**src/rtl/gost89_pkg.sv**
```systemverilog
// Shared definitions for the gost89 ECB arbiter: block width, controller states,
// a ceil-log2 helper and the watchdog counter width.
package gost89_pkg;

    localparam int GOST_BLK_W = 64;
    localparam int GOST_WD_W  = 8;

    typedef enum logic [1:0] {
        IDLE,
        LOAD,
        WAIT,
        DONE
    } arb_state_t;

    function automatic int gost_clog2(input int value);
        int result;
        result = 0;
        while ((1 << result) < value) begin
            result = result + 1;
        end
        return result;
    endfunction

endpackage

```
**src/rtl/gost89_rr_pick.sv**
```systemverilog
// Combinational round-robin picker: rotates the valid vector so the search starts
// just above the pointer, takes the lowest set bit, and maps it back to an index.
module gost89_rr_pick
    import gost89_pkg::*;
#(
    parameter int NREQ = 4,
    parameter int IDW  = gost_clog2(NREQ)
) (
    input  logic [NREQ-1:0] i_valid,
    input  logic [IDW-1:0]  i_ptr,
    output logic [NREQ-1:0] o_onehot,
    output logic [IDW-1:0]  o_index
);

    logic [IDW:0]      w_start;
    logic [NREQ-1:0]   w_rot;
    logic [IDW+1:0]    w_sum;
    logic              w_found;

    assign w_start = (IDW+1)'(i_ptr) + 1'b1;
    assign w_rot   = NREQ'({i_valid, i_valid} >> w_start);

    // The sum of start and offset stays below 2*NREQ, so one subtraction wraps it.
    always_comb begin
        w_found  = 1'b0;
        w_sum    = '0;
        o_onehot = '0;
        o_index  = '0;
        for (int k = 0; k < NREQ; k++) begin
            if (!w_found && w_rot[k]) begin
                w_found = 1'b1;
                w_sum   = (IDW+2)'(w_start) + (IDW+2)'(k);
            end
        end
        if (w_sum >= (IDW+2)'(NREQ)) begin
            w_sum = w_sum - (IDW+2)'(NREQ);
        end
        if (w_found) begin
            o_index  = w_sum[IDW-1:0];
            o_onehot = NREQ'(1) << w_sum[IDW-1:0];
        end
    end

endmodule

```
**src/rtl/gost89_ecb_arb.sv**
```systemverilog
// Round-robin scheduler sharing one gost89 ECB core among NREQ requesters.
// Optional busy watchdog enabled by defining GOST89_ARB_WATCHDOG_EN.
module gost89_ecb_arb
    import gost89_pkg::*;
#(
    parameter int NREQ   = 4,
    parameter int IDW    = gost_clog2(NREQ),
    parameter int WD_MAX = 40
) (
    input  logic                       i_clk,
    input  logic                       i_reset,
    input  logic [NREQ-1:0]            i_req_valid,
    input  logic [NREQ-1:0]            i_req_mode,
    input  logic [NREQ*GOST_BLK_W-1:0] i_req_data,
    output logic [NREQ-1:0]            o_req_ready,
    output logic                       o_rsp_valid,
    output logic [IDW-1:0]             o_rsp_id,
    output logic [GOST_BLK_W-1:0]      o_rsp_data,
    output logic                       o_core_load,
    output logic                       o_core_reset,
    output logic                       o_core_mode,
    output logic [GOST_BLK_W-1:0]      o_core_in,
    input  logic [GOST_BLK_W-1:0]      i_core_out,
    input  logic                       i_core_busy,
    output logic                       o_err
);

    arb_state_t              r_state;
    logic [IDW-1:0]          r_ptr;
    logic [IDW-1:0]          r_id;
    logic                    r_waitFirst;
    logic                    r_rspValid;
    logic [IDW-1:0]          r_rspId;
    logic [GOST_BLK_W-1:0]   r_rspData;
    logic                    r_coreLoad;
    logic                    r_coreMode;
    logic [GOST_BLK_W-1:0]   r_coreIn;

    logic [NREQ-1:0]         w_grant;
    logic [IDW-1:0]          w_gntIdx;
    logic                    w_xfer;
    logic [GOST_BLK_W-1:0]   w_selData;
    logic                    w_selMode;

    gost89_rr_pick #(
        .NREQ (NREQ),
        .IDW  (IDW)
    ) u_pick (
        .i_valid  (i_req_valid),
        .i_ptr    (r_ptr),
        .o_onehot (w_grant),
        .o_index  (w_gntIdx)
    );

    assign o_req_ready = (r_state == IDLE && !i_reset) ? w_grant : '0;
    assign w_xfer      = |o_req_ready;

    always_comb begin
        w_selData = '0;
        w_selMode = 1'b0;
        for (int i = 0; i < NREQ; i++) begin
            if (w_grant[i]) begin
                w_selData = i_req_data[i*GOST_BLK_W +: GOST_BLK_W];
                w_selMode = i_req_mode[i];
            end
        end
    end

`ifdef GOST89_ARB_WATCHDOG_EN
    logic [GOST_WD_W-1:0] r_wdCnt;
    logic                 r_wdPulse;
    logic                 r_err;

    assign o_core_reset = i_reset | r_wdPulse;
    assign o_err        = r_err;
`else
    assign o_core_reset = i_reset;
    assign o_err        = 1'b0;
`endif

    // The first WAIT cycle is skipped because the core raises busy only after it samples load.
    always_ff @(posedge i_clk) begin
        if (i_reset) begin
            r_state     <= IDLE;
            r_ptr       <= IDW'(NREQ - 1);
            r_id        <= '0;
            r_waitFirst <= 1'b0;
            r_rspValid  <= 1'b0;
            r_rspId     <= '0;
            r_rspData   <= '0;
            r_coreLoad  <= 1'b0;
            r_coreMode  <= 1'b0;
            r_coreIn    <= '0;
`ifdef GOST89_ARB_WATCHDOG_EN
            r_wdCnt     <= '0;
            r_wdPulse   <= 1'b0;
            r_err       <= 1'b0;
`endif
        end else begin
            r_rspValid <= 1'b0;
            r_coreLoad <= 1'b0;
`ifdef GOST89_ARB_WATCHDOG_EN
            r_wdPulse  <= 1'b0;
`endif
            case (r_state)
                IDLE: begin
                    if (w_xfer) begin
                        r_coreIn   <= w_selData;
                        r_coreMode <= w_selMode;
                        r_id       <= w_gntIdx;
                        r_ptr      <= w_gntIdx;
                        r_coreLoad <= 1'b1;
                        r_state    <= LOAD;
                    end
                end
                LOAD: begin
                    r_waitFirst <= 1'b1;
`ifdef GOST89_ARB_WATCHDOG_EN
                    r_wdCnt     <= '0;
`endif
                    r_state     <= WAIT;
                end
                WAIT: begin
                    r_waitFirst <= 1'b0;
                    if (!r_waitFirst && !i_core_busy) begin
                        r_rspData  <= i_core_out;
                        r_rspId    <= r_id;
                        r_rspValid <= 1'b1;
                        r_state    <= DONE;
                    end
`ifdef GOST89_ARB_WATCHDOG_EN
                    else if (i_core_busy) begin
                        if (r_wdCnt == GOST_WD_W'(WD_MAX - 1)) begin
                            r_wdPulse  <= 1'b1;
                            r_err      <= 1'b1;
                            r_rspData  <= '0;
                            r_rspId    <= r_id;
                            r_rspValid <= 1'b1;
                            r_state    <= DONE;
                        end else begin
                            r_wdCnt <= r_wdCnt + 1'b1;
                        end
                    end
`endif
                end
                DONE: begin
                    r_state <= IDLE;
                end
                default: begin
                    r_state <= IDLE;
                end
            endcase
        end
    end

    assign o_rsp_valid = r_rspValid;
    assign o_rsp_id    = r_rspId;
    assign o_rsp_data  = r_rspData;
    assign o_core_load = r_coreLoad;
    assign o_core_mode = r_coreMode;
    assign o_core_in   = r_coreIn;

endmodule
```
**config.mk**
```make
export PLATFORM = sky130hd
export DESIGN_NAME = gost89_ecb_arb
export DESIGN_NICKNAME = d
export VERILOG_FILES = /design/src/rtl/gost89_pkg.sv /design/src/rtl/gost89_rr_pick.sv /design/src/rtl/gost89_ecb_arb.sv
export SDC_FILE = /design/constraint.sdc
export NUM_CORES = 1
export LEC_CHECK = 0
export CAP_MARGIN = 5
export CORE_AREA = 2 2 180 182
export CTS_BUF_LIST = sky130_fd_sc_hd__clkbuf_4
export CTS_CLUSTER_DIAMETER = 200
export DETAILED_ROUTE_END_ITERATION = 8
export DIE_AREA = 0 0 182 184
export PLACE_DENSITY = 0.62
export SLEW_MARGIN = 40
export SYNTH_ARGS = -nofsm -noshare
export SYNTH_HDL_FRONTEND = slang
export SYNTH_SLANG_ARGS = --single-unit
```
**constraint.sdc**
```tcl
create_clock -name i_clk -period 2.7 [get_ports i_clk]
set_input_delay 0.675 -clock i_clk [delete_from_list [all_inputs] [get_ports i_clk]]
set_output_delay 0.675 -clock i_clk [all_outputs]
set_load 0.005 [all_outputs]
```
==> impl_metrics.json <==
{
  "status": "complete, no violations",
  "die_y_um": 184,
  "clk_path_buf_depth": 2,
  "clkSinkCount": 140,
  "cp_num_buf_inv": 3,
  "hold_path_class": "register to register",
  "cts_tree": "yes",
  "period_share_pct": 99.7,
  "yosys.area.top_type_share_pct": 45.3,
  "ys_ff_latch": 140,
  "final_hold_viol_count": 0,
  "grt_antenna_before_repair": 3,
  "crit_chain": "dlygate4sd2_1 -> nor2b_2 -> o21ai_4 -> buf_4 -> a311oi_4 -> buf_2",
  "async_flop_share_pct": 0,
  "fmax_mhz": 372,
  "grt_pass1_wl_mm": 46.1,
  "finClkSkew_ns": 0.0194,
  "crit_fanout": 8,
  "netlist-cell-type-count": 42,
  "power.density_mw_per_mm2": 765,
  "vias": 7676,
  "synthMostInstantiatedCell": "dfxtp_1",
  "cts_buffers": 17,
  "max_slew.worst_pin.slew_ns": 0.612,
  "maxSlewHeadroom_pct": 59.2,
  "syn_to_final_growth_pct": 94.0,
  "wl_mm": 31.3,
  "avgSynthCellArea_um2": 8.27,
  "fp.dieW_um": 182,
  "gp_congestion": 0.849,
  "cts_root_buffer": "clkbuf_4",
  "core_mm2": 0.0314,
  "fin_area_mm2": 0.0120,
  "rows": 65,
  "start_util_pct": 19.7,
  "clk_latency_ns": 0.59,
  "synth_area_leaders": "dfxtp_1, nand2_1, a221oi_1, a22oi_1, a21oi_1",
  "finalNetCount": 1552,
  "p_leak_uw": 0.00416,
  "place_area_mm2": 0.0116,
  "synth_nets": 1081,
  "rsz0062_at_grt": "yes",
  "vias_per_cell": 4.69,
  "io_buffer_count": 468,
  "synthFlopType": "dfxtp_1",
  "worst_ir_drop_vdd_mv": 0.345,
  "drive_above_1_share_pct": 10.5,
  "synth_top_cell_by_area": "dfxtp_1",
  "cp.required_ns": 2.03,
  "io_pins": 470,
  "synth_edf_count": 0,
  "grt_max_degree": 77,
  "criticalPathCategory": "primary input to output pin",
  "drv_slew": 0,
  "start_kind": "primary input",
  "max_stage_delay_ns": 0.36,
  "place.detailed.hpwl_mm": 23.1,
  "critPathCaptureType": "output pin",
  "netlist_instances": 748,
  "drt.antenna.violating_nets": 0,
  "cts.clk_slew.worst_paths_ns": 0.15,
  "grt-ovfl-total": 0,
  "crit_arrival_ns": 2.02,
  "drt-initial-drc-count": 364,
  "synthesis.area_mm2": 0.00619,
  "drtPass1Iterations": 6,
  "layout_min_cycle_time_ns": 2.69,
  "drv_cap": 0,
  "dieArea_mm2": 0.0335,
  "cp_slowest_cell": "dlygate4sd2_1",
  "drc": 0,
  "cts-htree-levels": 4,
  "ys_seq_area_share_pct": 45.3,
  "setup_slack_ns": 0.00832,
  "grt_pass1_vias": 7787,
  "synthTopCellsByCount": "dfxtp_1, nand2_1, a21oi_1",
  "yosysWarnings": 0,
  "wl_per_cell_um": 19.1,
  "setup_violations": 0,
  "grt_usage_pct": 18.0,
  "path_delay_family": "buffers and inverters",
  "pre_cts_ws_ns": -0.770
}
-- report_power, final --
group / total, uW / switching [uW] / internal [uW] / leakage, uW
clock: 1390 / 976 / 419 / 0.000151
sequential: 3050 / 366 / 2680 / 0.00114
combinational: 4740 / 2170 / 2580 / 0.00287
-- layer usage --
layer	wire length, um	GRT usage (%)	vias to the layer above	share of wire, %
met5	0	0	-	0
met1	12200	20.0	3591	39
met4	512	6.00	0	1.6
met3	2780	6.64	22	8.9
li1	-	-	3704	-
met2	15800	31.8	359	50
-- path summary, 6_finish.rpt --
path / from / end / slack (ns) / cells past startpoint
setup reg to reg: r_ptr[0] / o_core_in[56] / 0.57 / 8
setup / recovery: i_req_valid[1] / o_req_ready[3] / 0.008 / 6
hold / removal: o_rsp_data[15] / o_rsp_data[15] / 0.46 / 2
hold reg to reg: o_rsp_data[15] / o_rsp_data[15] / 0.46 / 2
-- layout make-up --
cell class,instances,area (um^2)
clock inverter,15,146
clock buffer,17,128
sequential,140,2810
multi-input combinational,532,3170
antenna,3,7.51
tap,402,503
timing repair buffer,524,5230
inverter,4,15.0
fill,3228,19400
-- cell usage in the layout (no fill, tap or decap), types with 2 or more instances in the layout --
cell type / count
buf_2: 2
inv_8: 5
dfxtp_2: 3
buf_6: 3
o21ai_1: 10
clkdlybuf4s50_1: 459
diode_2: 3
buf_4: 44
o31ai_1: 38
o221ai_4: 2
nand2_1: 137
nor2_1: 60
o21ai_0: 50
dfxtp_1: 136
a21oi_1: 69
and3_4: 2
a2bb2oi_1: 8
a22oi_1: 65
buf_12: 12
nand2_2: 2
inv_2: 2
inv_6: 6
clkbuf_4: 17
a221oi_1: 57
nand3b_1: 2
inv_1: 2
or2_2: 2
clkbuf_2: 3
-- per-stage QoR --
stage | instances | TNS (ns) | power (uW) | hold WS [ns] | util (%)
2_1_floorplan | 748 | 0 | 4840 | 0.432 | -
3_3_place_gp | 1595 | -24.96 | 7660 | 0.441 | 36.9
3_5_place_dp | 1595 | -26.46 | 7680 | 0.447 | 36.9
4_1_cts | 1630 | -0.132 | 9270 | 0.448 | 38.0
5_1_grt | 1637 | -0.157 | 9760 | 0.483 | 38.3
6_report | 1637 | 0 | 9190 | 0.462 | 38.3
-- worst reg2reg max path, delay by kind of cell (launching register included) --
kind            cells  cell delay, ns
compound gates      3            0.82
buf+inv             3            0.49
flops               1            0.36
simple gates        2            0.33
-- state kept, by name (all words and copies together) (netlist names) --
register / cells
o_core_load: 1
r_waitFirst: 1
o_rsp_id: 2
o_rsp_valid: 1
o_core_mode: 1
r_id: 2
o_core_in: 64
r_state: 2
o_rsp_data: 64
r_ptr: 2
-- repair_timing --
action                     4_1_cts  5_1_grt
gates resized for setup         44       16
hold endpoints to repair         0        0
setup buffers                    3        4
hold buffers                     0        0
pin swaps                        3        6
setup endpoints to repair        5        4
-- kinds of logic (layout without fill, tap and decap cells) --
logic type	count (synthesis)	in the layout	synth area share, %
AOI/OAI and AO/OA	312	312	34.2
and+or+nand+nor	217	217	14.1
DFF	140	140	45.3
buffers and inverters	76	560	5.96
adders and majority gates	2	2	0.404
other	1	4	0.0606
(Power assumes the default switching activity.)
